===== config.mk =====
export PLATFORM = sky130hd
export DESIGN_NAME = ids_channel_scheduler
export DESIGN_NICKNAME = d
export VERILOG_FILES = /design/src/rtl/ids_channel_scheduler.sv
export SDC_FILE = /design/constraint.sdc
export NUM_CORES = 1
export LEC_CHECK = 0
export ABC_AREA = 1
export BUFFER_PORTS_ARGS = -buffer_cell sky130_fd_sc_hd__buf_2
export CAP_MARGIN = 0
export CORE_UTILIZATION = 40
export DETAILED_ROUTE_END_ITERATION = 8
export GPL_TIMING_DRIVEN = 1
export MAX_ROUTING_LAYER = met4
export PLACE_DENSITY = 0.69
export SKIP_LAST_GASP = 1
export SLEW_MARGIN = 20
export SYNTH_ARGS = -nofsm -noshare
export SYNTH_HDL_FRONTEND = slang
export SYNTH_SLANG_ARGS = --single-unit

===== constraint.sdc =====
create_clock -name clk -period 2 [get_ports clk]
set_input_delay 0.4 -clock clk [delete_from_list [all_inputs] [get_ports clk]]
set_output_delay 0.4 -clock clk [all_outputs]
set_load 0.03 [all_outputs]

===== src/rtl/ids_channel_scheduler.sv =====
// ids_channel_scheduler
//   Feeds one strand at a time into the IDS channel model and replays it
//   TIMES times, emitting each noisy read on a valid/ready stream. Owns the
//   model's active-low load/reset pin and truncates copies that never finish.
// Ports:
//   clk, rst                 clock, synchronous active-high reset
//   s_valid/s_ready/s_data   strand input stream (accepted only in IDLE)
//   gen_rst_n, gen_data      load/reset and strand to the channel model
//   gen_ready, gen_len,
//   gen_data_out             done pulse, read length and noisy read from model
//   m_valid/m_ready, m_data,
//   m_len, m_copy, m_last,
//   m_trunc                  noisy read output stream
//   busy                     not IDLE
//   trunc_cnt                saturating count of truncated copies
module ids_channel_scheduler #(
    parameter int N          = 10,
    parameter int DATA_WIDTH = 32,
    parameter int TIMES      = 4,
    parameter int TIMEOUT    = 256,
    parameter int LEN_W      = $clog2(DATA_WIDTH + 1),
    parameter int COPY_W     = $clog2(TIMES) + 1
) (
    input  logic                  clk,
    input  logic                  rst,
    input  logic                  s_valid,
    output logic                  s_ready,
    input  logic [N-1:0]          s_data,
    output logic                  gen_rst_n,
    output logic [N-1:0]          gen_data,
    input  logic                  gen_ready,
    input  logic [31:0]           gen_len,
    input  logic [DATA_WIDTH-1:0] gen_data_out,
    output logic                  m_valid,
    input  logic                  m_ready,
    output logic [DATA_WIDTH-1:0] m_data,
    output logic [LEN_W-1:0]      m_len,
    output logic [COPY_W-1:0]     m_copy,
    output logic                  m_last,
    output logic                  m_trunc,
    output logic                  busy,
    output logic [15:0]           trunc_cnt
);

    localparam int TMR_W = $clog2(TIMEOUT + 1);

    typedef enum logic [1:0] {IDLE, LOAD, RUN, HOLD} state_t;

    state_t                state_q, state_d;
    logic [TMR_W-1:0]      timer_q, timer_d;
    logic [COPY_W-1:0]     copy_q, copy_d;
    logic [N-1:0]          gen_data_q, gen_data_d;
    logic                  gen_rst_n_q, gen_rst_n_d;
    logic                  m_valid_q, m_valid_d;
    logic [DATA_WIDTH-1:0] m_data_q, m_data_d;
    logic [LEN_W-1:0]      m_len_q, m_len_d;
    logic                  m_last_q, m_last_d;
    logic                  m_trunc_q, m_trunc_d;
    logic [15:0]           trunc_cnt_q, trunc_cnt_d;

    logic                  copy_is_last;
    logic                  timed_out;
    logic [LEN_W-1:0]      len_clamped;

    assign copy_is_last = (copy_q == COPY_W'(TIMES - 1));
    assign timed_out    = (timer_q == TMR_W'(TIMEOUT - 1));

    // gen_len is a signed int: negative lengths read as empty, long ones
    // are capped at the buffer width.
    always_comb begin
        len_clamped = gen_len[LEN_W-1:0];
        if (gen_len[31])
            len_clamped = '0;
        else if (gen_len > 32'(DATA_WIDTH))
            len_clamped = LEN_W'(DATA_WIDTH);
    end

    // State register
    always_ff @(posedge clk) begin
        if (rst) state_q <= IDLE;
        else     state_q <= state_d;
    end

    // Next state; gen_ready wins over a same-cycle timeout
    always_comb begin
        state_d = state_q;
        case (state_q)
            IDLE: if (s_valid) state_d = LOAD;
            LOAD: state_d = RUN;
            RUN:  if (gen_ready || timed_out) state_d = HOLD;
            HOLD: if (m_ready) state_d = copy_is_last ? IDLE : LOAD;
            default: state_d = IDLE;
        endcase
    end

    // Outputs / datapath
    always_comb begin
        timer_d     = timer_q;
        copy_d      = copy_q;
        gen_data_d  = gen_data_q;
        m_valid_d   = m_valid_q;
        m_data_d    = m_data_q;
        m_len_d     = m_len_q;
        m_last_d    = m_last_q;
        m_trunc_d   = m_trunc_q;
        trunc_cnt_d = trunc_cnt_q;
        // Registered so the model is released exactly while the FSM is in RUN.
        gen_rst_n_d = (state_d == RUN);
        case (state_q)
            IDLE: begin
                if (s_valid) begin
                    gen_data_d = s_data;
                    copy_d     = '0;
                end
            end
            LOAD: timer_d = '0;
            RUN: begin
                timer_d = timer_q + 1'b1;
                if (gen_ready) begin
                    m_valid_d = 1'b1;
                    m_data_d  = gen_data_out;
                    m_len_d   = len_clamped;
                    m_trunc_d = 1'b0;
                    m_last_d  = copy_is_last;
                end else if (timed_out) begin
                    m_valid_d = 1'b1;
                    m_data_d  = '0;
                    m_len_d   = '0;
                    m_trunc_d = 1'b1;
                    m_last_d  = copy_is_last;
                    if (trunc_cnt_q != 16'hFFFF)
                        trunc_cnt_d = trunc_cnt_q + 16'd1;
                end
            end
            HOLD: begin
                if (m_ready) begin
                    m_valid_d = 1'b0;
                    if (!copy_is_last) copy_d = copy_q + 1'b1;
                end
            end
            default: ;
        endcase
    end

    always_ff @(posedge clk) begin
        if (rst) begin
            timer_q     <= '0;
            copy_q      <= '0;
            gen_data_q  <= '0;
            gen_rst_n_q <= 1'b0;
            m_valid_q   <= 1'b0;
            m_data_q    <= '0;
            m_len_q     <= '0;
            m_last_q    <= 1'b0;
            m_trunc_q   <= 1'b0;
            trunc_cnt_q <= '0;
        end else begin
            timer_q     <= timer_d;
            copy_q      <= copy_d;
            gen_data_q  <= gen_data_d;
            gen_rst_n_q <= gen_rst_n_d;
            m_valid_q   <= m_valid_d;
            m_data_q    <= m_data_d;
            m_len_q     <= m_len_d;
            m_last_q    <= m_last_d;
            m_trunc_q   <= m_trunc_d;
            trunc_cnt_q <= trunc_cnt_d;
        end
    end

    assign s_ready   = (state_q == IDLE);
    assign busy      = (state_q != IDLE);
    assign gen_rst_n = gen_rst_n_q;
    assign gen_data  = gen_data_q;
    assign m_valid   = m_valid_q;
    assign m_data    = m_data_q;
    assign m_len     = m_len_q;
    assign m_copy    = copy_q;
    assign m_last    = m_last_q;
    assign m_trunc   = m_trunc_q;
    assign trunc_cnt = trunc_cnt_q;

endmodule


Word-level counts from Yosys, hierarchy flattened
Index checks and enable logic that the tools add are counted.
{"block": "op_classes", "addsub": 3, "n_lt_le_gt_ge": 1, "n_eq_ne": 11, "mux": 23, "bitwise_logic": 1, "reduce_logical": 12}
{"operator": "2-to-1 mux 32 bit", "n": 2}
{"operator": "greater-than comparator 32 x 6 -> 1 bit, second input constant", "n": 1}
{"operator": "2-to-1 mux 6 bit", "n": 4}
{"operator": "one-hot mux 9 bit (2 select lines)", "n": 1}
{"operator": "adder 16 x 1 -> 16 bit, second input constant", "n": 1}
{"operator": "!= test 16 bit, second input constant", "n": 1}
{"operator": "nonzero test 2 bit", "n": 5}
{"operator": "adder 9 x 1 -> 9 bit, second input constant", "n": 1}
{"operator": "equality test 9 x 8 -> 1 bit, second input constant", "n": 1}
{"operator": "2-to-1 mux 3 bit", "n": 3}
{"operator": "one-hot mux 2 bit (4 select lines)", "n": 1}
{"operator": "AND reduction 4 bit", "n": 2}
{"operator": "2-to-1 mux 1 bit", "n": 7}
{"operator": "equality test 2 bit, second input constant", "n": 3}
{"operator": "2-to-1 mux 2 bit", "n": 3}
{"operator": "!= test 2 bit, second input constant", "n": 3}
{"operator": "one-hot mux 3 bit (2 select lines)", "n": 1}
{"operator": "AND reduction 2 bit", "n": 2}
{"operator": "adder 3 x 1 -> 3 bit, second input constant", "n": 1}
{"operator": "equality test 3 x 2 -> 1 bit, second input constant", "n": 1}
{"operator": "!= test 3 bit, second input constant", "n": 1}
{"operator": "AND reduction 3 bit", "n": 1}
{"operator": "equality test 2 x 1 -> 1 bit, second input constant", "n": 1}
{"operator": "zero test 2 bit", "n": 1}
{"operator": "3 further kinds", "n": 3}
{"block": "word_totals", "regBits": 82, "in_bits": 79, "out_inout_bits": 73, "wordCells": 62}

Depth between registers and ports, before layout
Gate-level depths: netlist of run 1.
{"block": "depth", "depth_word": 5, "ltp_mapped": 11, "depth_no_buf": 10}

Worst setup path after synthesis of run 1
Ideal clock, no wire load.
{"block": "synth_timing", "path_type": "register -> register", "from": "reg timer_q[1]", "to": "reg m_data_q[8] (netlist: m_data[8])", "setup_time_ps": 132, "arrival_time_ps": 1715, "required_time_ps": 1868, "slack_ps": 153, "stages_incl_launch_ff": 12, "n_path_buf": 2, "cell_sequence": "dfxtp_1 > ha_1 > nand2_1 > nor4_1 > ha_1 > nand2_1 > nand2_1 > inv_1 > buf_2 > buf_2 > nand2_1 > a21oi_1"}
{"block": "synth_via", "elab_chain_len": 3}
{"item": "start, declared", "line_no": "50", "source": "logic [TMR_W-1:0] timer_q, timer_d;"}
{"item": "start signal, assigned", "line_no": "158", "source": "timer_q <= timer_d;"}
{"item": "equality test 9 x 8 -> 1 bit", "line_no": "66", "source": "assign timed_out = (timer_q == TMR_W'(TIMEOUT - 1));"}
{"item": "nonzero test 2 bit (no source line)"}
{"item": "AND reduction 2 bit (no source line)"}
{"item": "end signal, assigned", "line_no": "163", "source": "m_data_q <= m_data_d;"}
{"item": "end, declared", "line_no": "55", "source": "logic [DATA_WIDTH-1:0] m_data_q, m_data_d;"}
No other way between the ends.
A chain may end at the register's enable or synchronous reset.

Worst setup path after layout of run 1
{"block": "layout_timing", "from": "reg timer_q[0]", "to": "reg trunc_cnt_q[1] (netlist: trunc_cnt[1])"}
{"block": "layout_via", "elab_chain_len": 2}
{"item": "equality test 9 x 8 -> 1 bit", "line_no": "66"}
{"item": "AND reduction 4 bit (no source line)"}
{"item": "end signal, assigned", "line_no": "167", "source": "trunc_cnt_q <= trunc_cnt_d;"}
{"item": "end, declared", "line_no": "59", "source": "logic [15:0] trunc_cnt_q, trunc_cnt_d;"}
No other way between the ends.

==> metrics.cfg, run 1 <==
[status]
status = complete, no violations

[route]
vias_per_cell = 4.88
drc = 0
vias = 3793
wl_per_cell_um = 12.0
wirelength_mm = 9.34
drtIter0Drc = 93
ant_nets = 0
first_pass_iters = 4

[sta]
tightestPinTransition_ps = 345
finalClockSkew_ps = 10.9
final-hold-violation-count = 0
layout_setup_ws_ps = 147
max_slew_margin_pct = 77.0
rsz0062_at_grt = true
period_needed_ps = 1850
fmaxAchievable_mhz = 540
fin_crit_sh_pct = 92.7
maxSlewViolCount = 0
final-setup-viol-count = 0

[hold_path]
worstHoldStart = gen_data_out[23]
hold_depth = 3
min_to = m_data[23]
hold_path_class = input pin to flip-flop

[layout]
num-nets-final = 751
num_antenna_cells = 0
final_cell_mix = nand2_1, buf_2, dfxtp_1, nor2_1, a21oi_1
syn2layout_area_growth_pct = 31.4
final_common_cell = nand2_1
layout-drive-gt1-share_pct = 28.0
final_cells = 777

[floorplanning]
ios = 152
initial_core_util_pct = 41.4
dieWidth_um = 97.0
placementRows = 34
die_area_mm2 = 0.00941
die_h_um = 97.0
core_mm2 = 0.00872

[setup_path]
crit_arrival_ps = 2080
cp-end-kind = flip-flop
crit_type = flip-flop to flip-flop
reg2reg_slack_ps = 150
worstPathRequired_ps = 2230
path_cells = ha_1 > nand2_1 > nor4_2 > ha_2 > nand2_1 > nor2_2 > o21ai_4 > buf_6 > o21ai_0 > nor2_1
cp_num_cells = 10
crit_slowest_cell = dfxtp_2
r2r_end = trunc_cnt[1]
start_kind = flip-flop
ff2ff_path_depth = 10
cp_num_buf_inv = 1
critPathTopFamily = simple AND/OR/NAND/NOR gates
crit-reg2reg-launch = timer_q[0]
critical_path.most_common_cell = nand2_1
critPathMaxFanout = 11
cp_slowest_stage_delay_ps = 350

[grt]
grt_pass1_vias = 3624
grt_overflow_total = 0
antenna_found_initial = 0
grt_start_max_net_pins = 38
grt_pass1_wl_mm = 15.6
track_usage_pct = 20.6

[power]
power_frac_clock_pct = 30.5
p_comb_share_pct = 26.7
total_power_uw = 4340
p_sw_uw = 1460
pwr-share-seq_pct = 42.8
power_density_mw_per_mm2 = 914
switching_share_pct = 33.6
irDropWorstVdd_mv = 0.397
power.leakage_uw = 0.00215
p_int_uw = 2880

[synthesis]
synth_largest_area_cell = dfxtp_1
syn_nets = 599
synth_cells = 512
synth_area_per_cell_um2 = 7.06
ys_seq_area_share_pct = 45.4
synth_cell_types = 29
synthFlopType = dfxtp_1
synthesis.area_mm2 = 0.00361
yosysTopAreaCellShare_pct = 45.4
synth_seq_cells = 82
synth_warnings = 0
synth-async-reset-ratio_pct = 0
ys_top_cells_by_area = dfxtp_1, nand2_1, a21oi_1
synth_edf_count = 0

[place]
dp.cells = 760
hpwl_mm = 6.98
dp_worst_setup_slack_ps = -65.2
io_buffers = 151
gp_congestion = 0.893

[clocking]
cts.path.max_buffers = 2
cts_hold_buf = 0
worstSkewPairLatency_ps = 340
htreeDepth = 3
cts_tree = built
cts.sinks = 82
cts_root_buffer = clkbuf_8
numCtsBuffers = 9
clk_pin_slew_ps = 80

[run]
max_cap_violations = 0

## worst register-to-register path: stages, from the launching register on
cell	delay, ps
dfxtp_2	350
ha_1	170
nand2_1	110
nor4_2	180
ha_2	220
nand2_1	70
nor2_2	170
o21ai_4	120
buf_6	160
o21ai_0	150
nor2_1	50
## final cells by class
class / instances / area, µm²
sequential: 82 / 1640
fill: 888 / 3970
timing repair buffer: 160 / 852
inverter: 29 / 114
clock inverter: 5 / 77.6
tap: 108 / 135
multi-input combinational: 382 / 1780
clock buffer: 11 / 141
## worst max path at each step
stage	from	end	slack, ps
after floorplan	timer_q[1]	m_data[8]	150
after global placement	timer_q[0]	trunc_cnt[13]	70
after detailed placement	timer_q[0]	trunc_cnt[3]	-70
after CTS	timer_q[0]	trunc_cnt[1]	40
after global routing	timer_q[0]	trunc_cnt[0]	3
final	timer_q[0]	trunc_cnt[1]	150
## registers in the layout, summed over array words and instances (netlist names)
signal     flops
trunc_cnt     16
m_len          6
state_q        2
m_trunc        1
m_valid        1
m_copy         3
m_last         1
gen_data      10
gen_rst_n      1
timer_q        9
m_data        32
## cell families (layout without fill, tap and decap cells)
logic type	Yosys count	in the layout	share of synthesized area, %
and+or+nand+nor	267	267	29.4
AOI/OAI and AO/OA	95	95	14.0
DFF	82	82	45.4
buffers and inverters	48	205	5.47
xor gates and xnor gates	12	12	2.91
adders and majority gates	8	8	2.77
## stage by stage
stage / hold slack, ps / util [%] / TNS, ps / area, µm²
4_1_cts: 281 / 54.2 / 0 / 4730
2_1_floorplan: 456 / - / 0 / 3610
6_report: 297 / 54.4 / 0 / 4750
3_3_place_gp: 445 / 51.6 / 0 / 4500
3_5_place_dp: 450 / 51.6 / -629 / 4500
5_1_grt: 280 / 54.4 / 0 / 4750
## power by group through the flow
| stage | Clock (µW) | Combinational (µW) | Sequential (µW) |
|---|---|---|---|
| after floorplan | 0 | 528 | 2140 |
| after global placement | 0 | 1150 | 1890 |
| after detailed placement | 0 | 1160 | 1890 |
| after CTS | 1360 | 1170 | 1860 |
| after global routing | 1430 | 1270 | 1880 |
| final | 1320 | 1160 | 1860 |
## Yosys cell counts (2+ instances only)
library cell  instances
a21oi_1              64
buf_1                 3
buf_2                 2
buf_6                 2
clkbuf_1             12
dfxtp_1              82
ha_1                  8
inv_1                28
nand2_1             156
nand2_2               2
nand3_1               9
nand3b_1              2
nand4_1               6
nor2_1               79
nor2_2                3
nor3_1                8
o21ai_0              24
xnor2_1               4
xor2_1                8
## repair_timing
| item | 4_1_cts | 5_1_grt |
|---|---|---|
| resized for setup | 3 | 4 |
| setup endpoints to repair | 16 | 55 |
| buffers inserted | 0 | 1 |
| pin swaps | 0 | 3 |
## metal layers
| metal | track usage, % | routed length (µm) | vias up |
|---|---|---|---|
| li1 | - | - | 1946 |
| met1 | 23.1 | 4070 | 1729 |
| met2 | 36.2 | 4720 | 105 |
| met3 | 3.97 | 419 | 13 |
| met4 | 7.35 | 131 | 0 |
| met5 | - | 0 | - |
No activity file was read; power rests on OpenSTA's default activity.
==> run 2, diff against run 1 <==
--- a/config.mk
+++ b/config.mk
@@ -8,11 +8,12 @@
 export ABC_AREA = 1
 export BUFFER_PORTS_ARGS = -buffer_cell sky130_fd_sc_hd__buf_2
 export CAP_MARGIN = 0
+export CORE_MARGIN = 4
 export CORE_UTILIZATION = 40
 export DETAILED_ROUTE_END_ITERATION = 8
 export GPL_TIMING_DRIVEN = 1
 export MAX_ROUTING_LAYER = met4
-export PLACE_DENSITY = 0.69
+export PLACE_DENSITY_LB_ADDON = 0.12
 export SKIP_LAST_GASP = 1
 export SLEW_MARGIN = 20
 export SYNTH_ARGS = -nofsm -noshare
==> constraint.sdc (replaced) <==
create_clock -name clk -period 2 [get_ports clk]
set_input_delay 0.3 -clock clk [delete_from_list [all_inputs] [get_ports clk]]
set_output_delay 0.3 -clock clk [all_outputs]
set_load 0.03 [all_outputs]
==> metrics.cfg, run 2 (same netlist as run 1, synthesis figures left out) <==
[place]
io_buffers = 151  ; unchanged
dp.cells = 764  ; +0.53%
dp_worst_setup_slack_ps = -102  ; -36.8 ps
gp_congestion = 0.792  ; -11%
place_area_mm2 = 0.00453  ; +0.67%
hpwl_mm = 7.35  ; +5.2%

[floorplanning]
dieWidth_um = 103  ; +6.2%
die_h_um = 103  ; +6.2%
core_mm2 = 0.00876  ; +0.49%
die_area_mm2 = 0.0106  ; +13%
initial_core_util_pct = 41.2  ; -0.20 points
ios = 152  ; unchanged
placementRows = 34  ; unchanged

[sta]
final-hold-violation-count = 0  ; unchanged
fmaxAchievable_mhz = 541  ; +0.18%
final-setup-viol-count = 0  ; unchanged
layout_setup_ws_ps = 150  ; +3.37 ps
maxSlewViolCount = 0  ; unchanged
finalClockSkew_ps = 8.65  ; -2.21 ps
period_needed_ps = 1850  ; -3.37 ps
tightestPinTransition_ps = 373  ; +27.7 ps
hold-worst-slack_ps = 190  ; -107 ps
fin_crit_sh_pct = 92.5  ; -0.17 points
max_slew_margin_pct = 75.0  ; -1.9 points

[power]
total_power_uw = 4290  ; -1.1%
pwr-share-seq_pct = 43.2  ; +0.4 points
p_comb_share_pct = 27.5  ; +0.8 points
power_density_mw_per_mm2 = 900  ; -1.5%
power_frac_clock_pct = 29.2  ; -1.3 points
power.leakage_uw = 0.00217  ; +1.1%
irDropWorstVdd_mv = 0.397  ; about the same
p_int_uw = 2820  ; -2.2%
p_sw_uw = 1480  ; +1.1%
switching_share_pct = 34.4  ; +0.75 points

[setup_path]
crit_type = flip-flop to flip-flop
ff2ff_path_depth = 10  ; unchanged
r2r_end = trunc_cnt[0]
worstPathRequired_ps = 2240  ; about the same
cp-end-kind = flip-flop
crit_arrival_ps = 2090  ; about the same
start_kind = flip-flop
cp-startpoint = timer_q[0]
critPathMaxFanout = 16  ; +5
reg2reg_slack_ps = 150  ; about the same
crit-reg2reg-launch = timer_q[0]

[clocking]
clk_pin_slew_ps = 90  ; about the same
cts_setup_buffers = 0  ; unchanged
cts_tree = built
htreeDepth = 3  ; unchanged
worstSkewPairLatency_ps = 350  ; about the same
numCtsBuffers = 9  ; unchanged
cts.path.max_buffers = 2  ; unchanged
cts_root_buffer = clkbuf_8
cts.sinks = 82  ; unchanged
cts_hold_buf = 0  ; unchanged

[route]
drc = 0  ; unchanged
first_pass_iters = 4  ; unchanged
drtIter0Drc = 90  ; -3.2%
vias = 3735  ; -1.5%
ant_nets = 0  ; unchanged
vias_per_cell = 4.79  ; -1.9%
wl_per_cell_um = 12.3  ; +2.0%
wirelength_mm = 9.56  ; +2.4%

[layout]
design_area_mm2 = 0.00477  ; +0.40%
layout-drive-gt1-share_pct = 28.4  ; +0.47 points
fill_cells = 865  ; -2.6%
largest_reg_flops = 32  ; unchanged
final_cells = 780  ; +0.39%
syn2layout_area_growth_pct = 31.9
num-nets-final = 754  ; +0.40%
num_antenna_cells = 0  ; unchanged
final_cell_mix = nand2_1, buf_2, dfxtp_1, nor2_1, a21oi_1
final_common_cell = nand2_1

[grt]
grt_overflow_total = 0  ; unchanged
grt_start_max_net_pins = 30  ; -21%
track_usage_pct = 18.0  ; -2.6 points
grt_pass1_wl_mm = 14.8  ; -5.6%
antenna_found_initial = 0  ; unchanged
grt_pass1_vias = 3390  ; -6.5%

[run]
max_cap_violations = 0  ; unchanged

[hold_path]
hold_depth = 3  ; unchanged
hold_path_class = input pin to flip-flop
min_to = m_data[22]
worstHoldStart = gen_data_out[22]

[status]
status = complete, no violations

[run 2: how the worst max path moves through the flow]
stage | cells past startpoint | to
5_1_grt | 10 | m_valid
6_report | 10 | trunc_cnt[0]
3_3_place_gp | 10 | trunc_cnt[13]
4_1_cts | 10 | m_data[0]
3_5_place_dp | 10 | trunc_cnt[5]
2_1_floorplan | 11 | m_data[8]
[run 2: power by group through the flow]
stage	Sequential [µW]	Clock, µW	Combinational, µW
after floorplan	2140	0	528
after global placement	1890	0	1180
after detailed placement	1890	0	1190
after CTS	1860	1300	1190
after global routing	1870	1370	1310
final	1860	1250	1180
[run 2: area by class of cell]
type,count,area (µm²),share of cell area (%)
clock buffers,11,151,3.18
clock inverters,5,62.6,1.31
inverters,29,111,2.34
multi-input cells,382,1790,37.6
flip-flops and latches,82,1640,34.4
well taps,108,135,2.84
repair buffers,163,871,18.3
[run 2: layer usage]
| metal | GRT usage [%] | wire length, µm | vias to the layer above |
|---|---|---|---|
| li1 | - | - | 1954 |
| met1 | 20.7 | 4120 | 1673 |
| met2 | 30.6 | 4720 | 94 |
| met3 | 3.25 | 534 | 14 |
| met4 | 7.67 | 188 | 0 |
| met5 | - | 0 | - |
[run 2: per-stage QoR]
step	setup TNS [ps]	utilization [%]
after floorplan	0	-
after global placement	0	51.7
after CTS	0	54.3
final	0	54.4
after global routing	-6.88	54.4
after detailed placement	-1580	51.7
[run 2: worst max-delay path: stages (launching register included)]
cell	delay (ps)
dfxtp_1	360
ha_1	180
nand2_1	120
nor4_4	150
ha_2	220
nand2_1	80
nor2_2	140
o21ai_4	80
buf_4	200
o21ai_0	160
nor2_1	60
[run 2: repair_timing]
action	4_1_cts	5_1_grt
resized for setup	3	3
pin swaps	0	1
setup endpoints to repair	50	52
==> run 3, diff against run 2 <==
--- a/config.mk
+++ b/config.mk
@@ -14,6 +14,7 @@
 export GPL_TIMING_DRIVEN = 1
 export MAX_ROUTING_LAYER = met4
 export PLACE_DENSITY_LB_ADDON = 0.12
+export RECOVER_POWER = 100
 export SKIP_LAST_GASP = 1
 export SLEW_MARGIN = 20
 export SYNTH_ARGS = -nofsm -noshare
==> metrics.cfg, run 3 (same netlist as run 1, synthesis figures left out) <==
[layout]
utilization_pct = 53.1  ; -1.3 points
final_cell_mix = nand2_1, dfxtp_1, buf_2, nor2_1, clkbuf_1
syn2layout_area_growth_pct = 28.8
num-nets-final = 754  ; unchanged
fill_cells = 905  ; +4.6%
largest_reg_flops = 32  ; unchanged
final_common_cell = nand2_1
layout-drive-gt1-share_pct = 17.4  ; -11 points
final_cells = 780  ; unchanged
num_antenna_cells = 0  ; unchanged

[floorplanning]
placementRows = 34  ; unchanged
ios = 152  ; unchanged
dieWidth_um = 103  ; unchanged
die_area_mm2 = 0.0106  ; unchanged
die_h_um = 103  ; unchanged
initial_core_util_pct = 41.2  ; unchanged
core_mm2 = 0.00876  ; unchanged

[clocking]
cts_root_buffer = clkbuf_8
cts_hold_buf = 0  ; unchanged
cts_tree = built
worstSkewPairLatency_ps = 350  ; about the same
clk_pin_slew_ps = 90  ; about the same
numCtsBuffers = 9  ; unchanged
htreeDepth = 3  ; unchanged
cts.path.max_buffers = 2  ; unchanged
cts.sinks = 82  ; unchanged
cts_setup_buffers = 0  ; unchanged

[power]
p_int_uw = 2760  ; -2.1%
p_comb_share_pct = 26.5  ; -1.0 points
irDropWorstVdd_mv = 0.390  ; -1.8%
pwr-share-seq_pct = 44.0  ; +0.8 points
power_frac_clock_pct = 29.5  ; +0.3 points
p_sw_uw = 1470  ; -0.16%
power.leakage_uw = 0.00185  ; -15%
switching_share_pct = 34.8  ; +0.45 points
total_power_uw = 4230  ; -1.5%
power_density_mw_per_mm2 = 909  ; +0.93%

[sta]
final-setup-viol-count = 0  ; unchanged
period_needed_ps = 1850  ; -0.0230 ps
final-hold-violation-count = 0  ; unchanged
hold-worst-slack_ps = 190  ; -0.209 ps
finalClockSkew_ps = 8.89  ; +0.241 ps
layout_setup_ws_ps = 150  ; +0.0230 ps
maxSlewViolCount = 0  ; unchanged
fmaxAchievable_mhz = 541  ; about the same
fin_crit_sh_pct = 92.5  ; about the same
max_slew_margin_pct = 66.7  ; -8.3 points
tightestPinTransition_ps = 499  ; +126 ps

[place]
gp_congestion = 0.792  ; unchanged
dp.cells = 764  ; unchanged
io_buffers = 151  ; unchanged
dp_worst_setup_slack_ps = -102  ; unchanged
hpwl_mm = 7.35  ; unchanged

[route]
ant_nets = 0  ; unchanged
drtIter0Drc = 108  ; +20%
wl_per_cell_um = 12.3  ; +0.48%
vias = 3731  ; -0.11%
drc = 0  ; unchanged
first_pass_iters = 4  ; unchanged
vias_per_cell = 4.78  ; -0.11%
wirelength_mm = 9.61  ; +0.48%

[grt]
grt_overflow_total = 0  ; unchanged
grt_pass1_wl_mm = 14.8  ; unchanged
track_usage_pct = 18.0  ; unchanged
grt_pass1_vias = 3390  ; unchanged
antenna_found_initial = 0  ; unchanged
grt_start_max_net_pins = 30  ; unchanged

[setup_path]
start_kind = flip-flop
critPathMaxFanout = 16  ; unchanged
crit_arrival_ps = 2090  ; about the same
worstPathRequired_ps = 2240  ; about the same
cp-end-kind = flip-flop
crit_type = flip-flop to flip-flop

[status]
status = complete, no violations

[hold_path]
hold_path_class = input pin to flip-flop

[run]
max_cap_violations = 0  ; unchanged

run 3: cell count changes in the layout (fill, tap and decap cells not counted):
cell and delta:
clkbuf_1 +74, buf_4 -2, buf_12 -1, clkbuf_2 +1, buf_2 -72
run 3: worst paths after layout:
kind	start	endpoint	slack, ps	cells after the start
setup reg to reg	timer_q[0]	trunc_cnt[0]	150	10
hold reg to reg	m_data[19]	m_data[19]	460	2
hold / removal	gen_data_out[22]	m_data[22]	190	3
setup / recovery	timer_q[0]	trunc_cnt[0]	150	10
run 3: routing by layer:
layer,global-route usage (%),part of all wire (%)
met1,20.7,43
met2,30.6,49
met3,3.25,5.5
met4,7.67,1.9
met5,-,0
run 3: area by class of cell:
class / instances / area [µm²] / share of cell area, %
flip-flops and latches: 82 / 1640 / 35.3
multi-input cells: 382 / 1790 / 38.5
clock inverters: 5 / 62.6 / 1.34
clock buffers: 11 / 151 / 3.25
well taps: 108 / 135 / 2.90
repair buffers: 163 / 758 / 16.3
inverters: 29 / 111 / 2.39
run 3: per-stage QoR:
stage / area, µm² / setup TNS [ps]
3_5_place_dp: 4530 / -1580
2_1_floorplan: 3610 / 0
6_report: 4650 / 0
3_3_place_gp: 4530 / 0
5_1_grt: 4650 / -6.52
4_1_cts: 4750 / 0
run 3: power groups by stage:
stage	logic (µW)	clock network, µW	registers [µW]
final	1120	1250	1860
after global routing	1250	1370	1880
after CTS	1190	1300	1860
after detailed placement	1190	0	1890
after global placement	1180	0	1890
after floorplan	528	0	2140
run 3: what timing repair did:
item | 4_1_cts | 5_1_grt
endpoints found under the setup margin | 50 | 52
pin swaps | 0 | 1
resized for setup | 3 | 3
run 3: worst max-delay path, stage by stage, from the launching register on:
cell and delay (ps):
dfxtp_1 360, ha_1 180, nand2_1 120, nor4_4 150, ha_2 220, nand2_1 80, nor2_2 140, o21ai_4 80
buf_4 200, o21ai_0 160, nor2_1 60
